## src/rtl/hs_fifo.sv

```systemverilog
// hs_fifo: synchronous FIFO with valid/ready handshake on both sides.
// The head entry is visible on out_data as soon as it is stored. Any depth
// of 2 or more is supported. The block also reports a live occupancy count,
// programmable almost-full and almost-empty flags, and a synchronous flush.
//
// Ports:
//   clk, rst_n             clock (rising edge), asynchronous active-low reset
//   flush                  synchronous clear of all contents
//   in_data/in_valid       producer side, in_ready = slot free and not flushing
//   out_data/out_valid     head of queue (zero when not valid)
//   out_ready              consumer takes head this cycle
//   count                  stored entries
//   almost_full            count >= AF_LEVEL
//   almost_empty           count <= AE_LEVEL
module hs_fifo #(
  parameter int D_SIZE   = 64,
  parameter int F_SIZE   = 8,
  parameter int AF_LEVEL = 6,
  parameter int AE_LEVEL = 1,
  localparam int unsigned C_BITS = $clog2(F_SIZE + 1)
) (
  input  logic              clk,
  input  logic              rst_n,
  input  logic              flush,
  input  logic [D_SIZE-1:0] in_data,
  input  logic              in_valid,
  output logic              in_ready,
  output logic [D_SIZE-1:0] out_data,
  output logic              out_valid,
  input  logic              out_ready,
  output logic [C_BITS-1:0] count,
  output logic              almost_full,
  output logic              almost_empty
);

  localparam int unsigned P_BITS = $clog2(F_SIZE);

  // Reject unusable parameterisations at elaboration
  if (F_SIZE < 2) begin : g_chk_depth
    $error("hs_fifo: F_SIZE must be >= 2");
  end
  if (AF_LEVEL < 1 || AF_LEVEL > F_SIZE) begin : g_chk_af
    $error("hs_fifo: AF_LEVEL must be within 1..F_SIZE");
  end
  if (AE_LEVEL < 0 || AE_LEVEL > F_SIZE - 1) begin : g_chk_ae
    $error("hs_fifo: AE_LEVEL must be within 0..F_SIZE-1");
  end

  logic [D_SIZE-1:0] mem [F_SIZE];

  logic [P_BITS-1:0] wr_ptr_q, wr_ptr_d;
  logic [P_BITS-1:0] rd_ptr_q, rd_ptr_d;
  logic [C_BITS-1:0] count_q, count_d;
  logic              wr_fire, rd_fire;

  // Handshake qualifiers; flush masks both sides in the same cycle
  always_comb begin
    in_ready  = (count_q != C_BITS'(F_SIZE)) && !flush;
    out_valid = (count_q != '0) && !flush;
    wr_fire   = in_valid && in_ready;
    rd_fire   = out_valid && out_ready;
  end

  // Next pointer/count; pointers wrap explicitly so any depth works
  always_comb begin
    wr_ptr_d = wr_ptr_q;
    rd_ptr_d = rd_ptr_q;
    count_d  = count_q;
    if (flush) begin
      wr_ptr_d = '0;
      rd_ptr_d = '0;
      count_d  = '0;
    end else begin
      if (wr_fire) begin
        wr_ptr_d = (wr_ptr_q == P_BITS'(F_SIZE - 1)) ? '0 : wr_ptr_q + P_BITS'(1);
      end
      if (rd_fire) begin
        rd_ptr_d = (rd_ptr_q == P_BITS'(F_SIZE - 1)) ? '0 : rd_ptr_q + P_BITS'(1);
      end
      if (wr_fire && !rd_fire) begin
        count_d = count_q + C_BITS'(1);
      end else if (rd_fire && !wr_fire) begin
        count_d = count_q - C_BITS'(1);
      end
    end
  end

  // Control state register
  always_ff @(posedge clk or negedge rst_n) begin
    if (!rst_n) begin
      wr_ptr_q <= '0;
      rd_ptr_q <= '0;
      count_q  <= '0;
    end else begin
      wr_ptr_q <= wr_ptr_d;
      rd_ptr_q <= rd_ptr_d;
      count_q  <= count_d;
    end
  end

  // Storage array, deliberately not reset
  always_ff @(posedge clk) begin
    if (wr_fire && rst_n) begin
      mem[wr_ptr_q] <= in_data;
    end
  end

  // Head data is forced to zero when nothing valid is presented
  always_comb begin
    out_data     = out_valid ? mem[rd_ptr_q] : '0;
    count        = count_q;
    almost_full  = count_q >= C_BITS'(AF_LEVEL);
    almost_empty = count_q <= C_BITS'(AE_LEVEL);
  end

endmodule

```

## config.mk

```make
export PLATFORM = sky130hd
export DESIGN_NAME = hs_fifo
export DESIGN_NICKNAME = d
export VERILOG_FILES = /design/src/rtl/hs_fifo.sv
export SDC_FILE = /design/constraint.sdc
export NUM_CORES = 1
export LEC_CHECK = 0
export ABC_AREA = 1
export CAP_MARGIN = 0
export CORE_MARGIN = 1.5
export CORE_UTILIZATION = 53
export DETAILED_ROUTE_END_ITERATION = 10
export PLACE_DENSITY_LB_ADDON = 0.08
export SLEW_MARGIN = 20
export SYNTH_ARGS = -nofsm -noshare
export SYNTH_HDL_FRONTEND = slang
export SYNTH_SLANG_ARGS = --single-unit
```

## constraint.sdc

```tcl
create_clock -name clk -period 6.85 [get_ports clk]
set_input_delay 1.37 -clock clk [delete_from_list [all_inputs] [get_ports clk]]
set_output_delay 1.37 -clock clk [all_outputs]
set_load 0.005 [all_outputs]
```

==> results of run 1 <==
-- per-layer routing --
metal / GRT usage / vias up / wire (µm)
li1: - / 6121 / -
met5: 0 / - / 11
met4: 0.0838 / 2 / 1310
met2: 0.380 / 377 / 22700
met1: 0.329 / 6366 / 20400
met3: 0.0365 / 79 / 2630
-- critical path: cells and delay by family (launching register included) --
family                 cells  cell delay (ps)
buffers and inverters      3             1850
flip-flops                 1              720
AO/OA/AOI/OAI              2              290
AND/OR/NAND/NOR            2              280
-- per-stage QoR --
| step | std cells | worst slack [ps] | power [µW] | hold slack, ps | cell area, µm² |
|---|---|---|---|---|---|
| after floorplan | 1625 | 1840 | 4780 | 570 | 20800 |
| after global placement | 2201 | 1860 | 5420 | 625 | 22600 |
| after detailed placement | 2203 | 1790 | 5440 | 623 | 22600 |
| after CTS | 2299 | 1660 | 8210 | 637 | 24300 |
| after global routing | 2301 | 1520 | 8520 | 684 | 24300 |
| final | 2301 | 1690 | 8140 | 636 | 24300 |
-- worst min-delay path by stage --
stage	startpoint	endpoint	slack, ps
2_1_floorplan	wr_ptr_q[0]$_DFFE_PN0P_	wr_ptr_q[0]$_DFFE_PN0P_	570
3_3_place_gp	wr_ptr_q[0]$_DFFE_PN0P_	wr_ptr_q[0]$_DFFE_PN0P_	620
3_5_place_dp	wr_ptr_q[1]$_DFFE_PN0P_	wr_ptr_q[1]$_DFFE_PN0P_	620
4_1_cts	wr_ptr_q[1]$_DFFE_PN0P_	wr_ptr_q[1]$_DFFE_PN0P_	640
5_1_grt	count[3]$_DFFE_PN0P_	count[3]$_DFFE_PN0P_	680
6_report	wr_ptr_q[1]$_DFFE_PN0P_	wr_ptr_q[1]$_DFFE_PN0P_	640
-- final cells by class --
type	count	area share
diodes	1	0.000103
clock buffers	69	0.0570
clock inverters	27	0.0113
inverters	17	0.00283
multi-input cells	980	0.189
flip-flops and latches	522	0.643
well taps	518	0.0267
repair buffers	167	0.0697
-- sequential cells by signal, indices dropped and copies added (netlist names) --
name      count
rd_ptr_q      3
wr_ptr_q      3
mem         512
count         4
-- cell usage in the layout, fill, tap and decap left out, types with 2 or more instances in the layout --
cell type | synthesis | layout
nor2_4 | 1 | 9
clkinv_1 | 1 | 6
o21ai_1 | 6 | 6
inv_2 | 1 | 2
edfxtp_1 | 512 | 512
clkbuf_1 | 55 | 16
o21ai_0 | 260 | 260
clkbuf_16 | 0 | 53
dfrtp_1 | 10 | 7
clkdlybuf4s50_1 | 0 | 140
inv_6 | 0 | 3
bufinv_16 | 0 | 5
buf_16 | 0 | 2
nand4_1 | 2 | 2
nand3_1 | 10 | 10
dfrtp_4 | 0 | 3
nand2_1 | 97 | 97
buf_4 | 7 | 21
nor2_1 | 462 | 454
buf_12 | 1 | 4
ha_1 | 9 | 9
inv_1 | 15 | 13
o22ai_1 | 64 | 64
o211ai_1 | 64 | 64
clkinv_2 | 0 | 12
-- logic make-up after synthesis --
logic type | after synthesis | share of synthesized area
fa+ha+maj | 9 | 0.00541
flops | 522 | 0.751
buf+inv | 123 | 0.0305
compound gates | 396 | 0.107
simple gates | 573 | 0.105
xor+xnor | 2 | 0.000842
-- power by group through the flow --
stage	logic, µW	clock network [µW]	registers [µW]
finish	1740	2780	3630
global route	1940	2940	3640
CTS	1750	2830	3630
detailed placement	1740	0	3700
global placement	1720	0	3700
floorplan	1130	0	3650
==> metrics.md, run 1 <==
| Metric | Value |
|---|---|
| Die Y | `roughly 200 µm` |
| First-iteration detailed-routing DRC count | `987` |
| Slew HR | `0.0657` |
| Global-route wire length before repair | `between 70000 and 80000 µm` |
| DRT Pass-1 Iters | `5` |
| Cts hold-fix bufs | `0` |
| Max VDD drop | `between 0.2 and 0.3 mV` |
| Seq/Total Area, Yosys | `0.751` |
| Area Growth Syn to Fin | `16.9%` |
| Total of max-cap violations | `0` |
| RSZ-0062 raised after global routing | `false` |
| Layout Utilization | `0.629` |
| Total GRT Usage | `0.236` |
| Required @ worst endpoint | `~5500 ps` |
| Slew @ Worst Pin | `approximately 1400 ps` |
| Net Sw Frac | `0.283` |
| Synth area leader | `edfxtp_1` |
| Worst Hold Path Cells | `2` |
| Most common cell on crit path | `nor2_1` |
| Ys async rst share | `0.0192` |
| Core Area | `a little under 40000 µm²` |
| R2r endpoint | `mem[2][44]$_DFFE_PP_` |
| Ports | `141` |
| Pleak | `between 0.008 and 0.009 µW` |
| DRT Wirelength | `approximately 47000 µm` |
| Global route total overflow | `0` |
| Initial core utilization | `0.538` |
| Final setup violation count | `0` |
| Power density cells | `between 300 and 400 nW/µm²` |
| Synth Instances | `between 1500 and 2000` |
| P_int | `between 5000 and 6000 µW` |
| Psw | `2300 µW` |
| CTS tree | `yes` |
| Largest net degree at the start of global routing | `about 240` |
| Number of synthesized flops with an enable pin | `between 500 and 600` |
| Final worst clock skew | `around 13 ps` |
| Top cell type's share of synthesized area | `0.739` |
| Vias per cell | `between 5 and 6` |
| Critical Path Sink | `out_data[41]` |
| R2R cell count | `9` |
| Clk root buf | `clkbuf_16` |
| Final TNS setup | `0 ps` |
| Clock share of power | `0.341` |
| Remaining antenna violation count | `0` |
| Footprint of the multi-input gates | `roughly 4600 µm²` |
| Critical setup path kind | `register to output port` |
| Comb pwr share | `0.213` |
| Top-count cell post-synth | `edfxtp_1` |
| CP max-delay cell | `inv_2` |
| Post_cts resized | `0` |
| Final hold vios | `0` |
| Most frequent cells after synthesis | `512 x edfxtp_1, 462 x nor2_1, 260 x o21ai_0` |
| Outcome | `complete, no violations` |
| H-tree levels | `2` |
| Peak fanout along the critical path | `59` |
| Num rows | `slightly above 70` |
| Mean Syn Cell Area | `12.8 µm²` |
| F_max | `roughly 0.19 GHz` |
| Period utilization | `0.753` |
| Sequential cell fraction of total power | `0.446` |
| Remaining DRCs | `0` |
| Crit-path cells | `inv_2 > buf_4 > o21ai_0 > o22ai_1 > nor2_1 > nor2_1 > clkdlybuf4s50_1` |
| Synth area leaders | `edfxtp_1 74%, nor2_1 8.3%, o21ai_0 6.3%, o211ai_1 2.3%, o22ai_1 1.9%` |
| Post-DP HPWL | `about 24000 µm` |
| Syn Nets | `1703` |
| Crit end category | `output port` |
| Setup bufs post-CTS | `0` |
| Vias | `roughly 13000` |
| Routed len/inst | `just over 20 µm` |
| Netlist cell types | `27` |
| Vias in the first global route | `approximately 13000` |
| R2R Setup Slk | `approximately 3700 ps` |
| Most used flip-flop cell after synthesis | `edfxtp_1` |
| CTS Buf Count | `between 50 and 60` |
| Die footprint | `40400 µm²` |
| Seq cells post-synth | `522` |
| Register area | `15600 µm²` |
| Worst path max stage delay | `roughly 850 ps` |
| CTS Buffer Depth | `3` |
| Reg clk slew, reported paths | `about 60 ps` |
| Chip width | `201 µm` |
| Fraction of layout cells with a size suffix above 1 | `0.0662` |
| Yosys warning count | `0` |
| Fill cells | `roughly 2900` |
| Mapped cell area | `20800 µm²` |
| Clk_lat worst skew | `approximately 580 ps` |
| CP Launch Type | `register` |
| RR Startpoint | `count[0]$_DFFE_PN0P_` |
| Time the worst path needs with I/O delays and setup | `~5200 ps` |
| Port Buf Inserts | `140` |
| Layout Nets | `roughly 1800` |
| Data arrival time of the critical path | `around 3800 ps` |
| Initial antenna violation count | `2` |
| Worst hold path class | `register to register` |
| CP startpoint | `rd_ptr_q[1]$_DFFE_PN0P_` |
| Max Slew Vio Count | `0` |
| Placer Congestion | `0.798` |
| Clock sink total | `~520` |
No activity file was read; power rests on OpenSTA's default activity.
==> run 2, diff against run 1 <==
- clock period: 6.85 -> 4.9 ns (I/O delays scaled with it)
==> run 2 against run 1 <==
Net effect: first-iteration DRC count decreased by 7.9%; setup slack worse by 1200 ps; worst hold slack better by 2.6 ps; die area is the same; combinational power is 43% higher; clock skew decreased by 3.8 ps; critical endpoint is now out_data[52]; largest cell class unchanged.
==> metrics.md, run 2 (synthesized netlist as in run 1, its figures left out) <==
| Metric | Value |
|---|---|
| Die footprint | `40400 µm² (unchanged)` |
| Regs by FF count | `mem x512, count x4 (unchanged)` |
| WHS | `639 ps (was 636 ps)` |
| Clk_lat worst skew | `580 ps (about the same)` |
| R2R Setup Slk | `2030 ps (was 3650 ps)` |
| DP Worst Slack | `1060 ps (was 1790 ps)` |
| Final worst clock skew | `8.99 ps (was 12.8 ps)` |
| CTS tree | `yes (unchanged)` |
| Clk root buf | `clkbuf_16 (unchanged)` |
| Final setup violation count | `0 (unchanged)` |
| Setup bufs post-CTS | `0 (unchanged)` |
| Data arrival time of the critical path | `3470 ps (was 3790 ps)` |
| Outcome | `complete, no violations (unchanged)` |
| Die Y | `201 µm (unchanged)` |
| P_int | `7960 µW (was 5840 µW)` |
| Most frequent cells in the layout | `512 x edfxtp_1, 454 x nor2_1, 260 x o21ai_0, 140 x clkdlybuf4s50_1, 97 x nand2_1 (unchanged)` |
| DRT Wirelength | `46400 µm (was 47000 µm)` |
| Initial antenna violation count | `6 (was 2)` |
| Max Slew Vio Count | `0 (unchanged)` |
| Area Growth Syn to Fin | `16.6% (was 16.9%)` |
| Remaining antenna violation count | `0 (unchanged)` |
| DRT Pass-1 Iters | `5 (unchanged)` |
| Peak fanout along the critical path | `43 (was 59)` |
| Vias in the first global route | `12703 (was 12619)` |
| Net Sw Frac | `0.283 (about the same)` |
| Num rows | `72 (unchanged)` |
| Post-DP HPWL | `23800 µm (was 24200 µm)` |
| H-tree levels | `2 (unchanged)` |
| Fill cells | `2915 (was 2937)` |
| Required @ worst endpoint | `3920 ps (was 5480 ps)` |
| R2R cell count | `8 (was 9)` |
| Crit end category | `output port (unchanged)` |
| Sequential cell fraction of total power | `0.455 (was 0.446)` |
| Core Area | `38600 µm² (unchanged)` |
| First-iteration detailed-routing DRC count | `909 (was 987)` |
| Remaining DRCs | `0 (unchanged)` |
| Initial core utilization | `0.538 (unchanged)` |
| Register area | `15600 µm² (unchanged)` |
| Port Buf Inserts | `140 (unchanged)` |
| Worst hold path class | `register to register (unchanged)` |
| Power density cells | `458 nW/µm² (was 335 nW/µm²)` |
| Fraction of layout cells with a size suffix above 1 | `0.0585 (was 0.0662)` |
| CP Launch Type | `register (unchanged)` |
| Layout Nets | `1818 (was 1819)` |
| Post_cts resized | `0 (unchanged)` |
| Global-route wire length before repair | `72300 µm (was 73300 µm)` |
| Max VDD drop | `0.311 mV (was 0.255 mV)` |
| Reg clk slew, reported paths | `60 ps (about the same)` |
| RR Startpoint | `count[1]$_DFFE_PN0P_ (was count[0]$_DFFE_PN0P_)` |
| Vias | `12974 (was 12945)` |
| Cts hold-fix bufs | `0 (unchanged)` |
| Slew @ Worst Pin | `866 ps (was 1400 ps)` |
| Critical Path Sink | `out_data[52] (was out_data[41])` |
| Ports | `141 (unchanged)` |
| R2r endpoint | `mem[2][42]$_DFFE_PP_ (was mem[2][44]$_DFFE_PP_)` |
| RSZ-0062 raised after global routing | `false (unchanged)` |
| Global route total overflow | `0 (unchanged)` |
| Comb pwr share | `0.224 (was 0.213)` |
| Psw | `3140 µW (was 2300 µW)` |
| Largest net degree at the start of global routing | `258 (was 241)` |
| Total GRT Usage | `0.233 (was 0.236)` |
| Chip width | `201 µm (unchanged)` |
| Total of max-cap violations | `0 (unchanged)` |
| F_max | `about 0.22 GHz` |
| Footprint of the multi-input gates | `4600 µm² (unchanged)` |
| CTS Buffer Depth | `3 (unchanged)` |
| Period utilization | `0.907` |
| Slew HR | `0.422 (was 0.0657)` |
| Time the worst path needs with I/O delays and setup | `4450 ps` |
| Final TNS setup | `0 ps (unchanged)` |
| Max reg flops | `512 (unchanged)` |
| Vias per cell | `5.65 (was 5.63)` |
| Setup ws final | `455 ps (was 1690 ps)` |
| Leading cell type in the layout, fill and taps excluded | `edfxtp_1 (unchanged)` |
| Critical setup path kind | `register to output port (unchanged)` |
| CP startpoint | `rd_ptr_q[1]$_DFFE_PN0P_ (unchanged)` |
| Routed len/inst | `20.2 µm (was 20.4 µm)` |
| Placer Congestion | `0.775 (was 0.798)` |
| Pleak | `0.00800 µW (was 0.00806 µW)` |
| Clock share of power | `0.320 (was 0.341)` |
| Final hold vios | `0 (unchanged)` |
| Clock sink total | `522 (unchanged)` |
| CTS Buf Count | `51 (was 53)` |
| Top reg by flops | `mem (unchanged)` |
-- run 2: cell count changes in the layout (fill, tap and decap cells not counted), sizes merged --
cell    delta
buf        +1
bufinv     -4
clkbuf     -5
clkinv     +6
diode      +2
inv        -3
-- run 2: power groups by stage --
stage,logic (µW),registers [µW],clock network [µW]
6_report,2490,5050,3560
5_1_grt,2800,5060,3790
4_1_cts,2500,5050,3620
3_5_place_dp,2480,5150,0
3_3_place_gp,2450,5140,0
2_1_floorplan,1580,5100,0
-- run 2: worst min path at each step --
stage / startpoint / endpoint / slack [ps] / depth (start not counted)
after floorplan: wr_ptr_q[0]$_DFFE_PN0P_ / wr_ptr_q[0]$_DFFE_PN0P_ / 570 / 2
after global placement: wr_ptr_q[0]$_DFFE_PN0P_ / wr_ptr_q[0]$_DFFE_PN0P_ / 620 / 2
after detailed placement: wr_ptr_q[0]$_DFFE_PN0P_ / wr_ptr_q[0]$_DFFE_PN0P_ / 610 / 2
after CTS: wr_ptr_q[0]$_DFFE_PN0P_ / wr_ptr_q[0]$_DFFE_PN0P_ / 640 / 2
after global routing: wr_ptr_q[1]$_DFFE_PN0P_ / wr_ptr_q[1]$_DFFE_PN0P_ / 690 / 2
final: wr_ptr_q[2]$_DFFE_PN0P_ / wr_ptr_q[2]$_DFFE_PN0P_ / 640 / 2
-- run 2: metrics by stage --
step           instance area [µm²]  power, µW  utilization  instances
2_1_floorplan                20800       6680            -       1625
3_3_place_gp                 22700       7600        0.588       2204
3_5_place_dp                 22700       7630        0.588       2204
4_1_cts                      24200      11200        0.627       2294
5_1_grt                      24300      11700        0.628       2298
6_report                     24300      11100        0.628       2298
-- run 2: layout make-up --
cell class	instances	share of cell area
Sequential cell	522	0.645
Clock inverter	26	0.00567
Clock buffer	64	0.0564
Multi-Input combinational cell	980	0.190
Timing Repair Buffer	168	0.0740
Inverter	17	0.00284
Antenna cell	3	0.000309
Tap cell	518	0.0267
-- run 2: layer usage --
layer  part of all wire  GRT usage  vias up
met4              0.028     0.0867        2
li1                   -          -     6124
met2               0.49      0.378      360
met3              0.051     0.0349       83
met5            0.00024          0        -
met1               0.43      0.321     6405
-- run 2: critical path: stages, from the launching register on --
cell and delay, ps:
dfrtp_4 700, inv_2 510, buf_4 460, o21ai_0 160, o22ai_1 320, nor2_1 70
nor2_1 140, clkdlybuf4s50_1 520
==> run 3, diff against run 2 <==
- GPL_ROUTABILITY_DRIVEN: not set -> 0
- SKIP_CTS_REPAIR_TIMING: not set -> 1
==> results of run 3 <==
Final layout, timing and power as in run 2 (identical DEF).
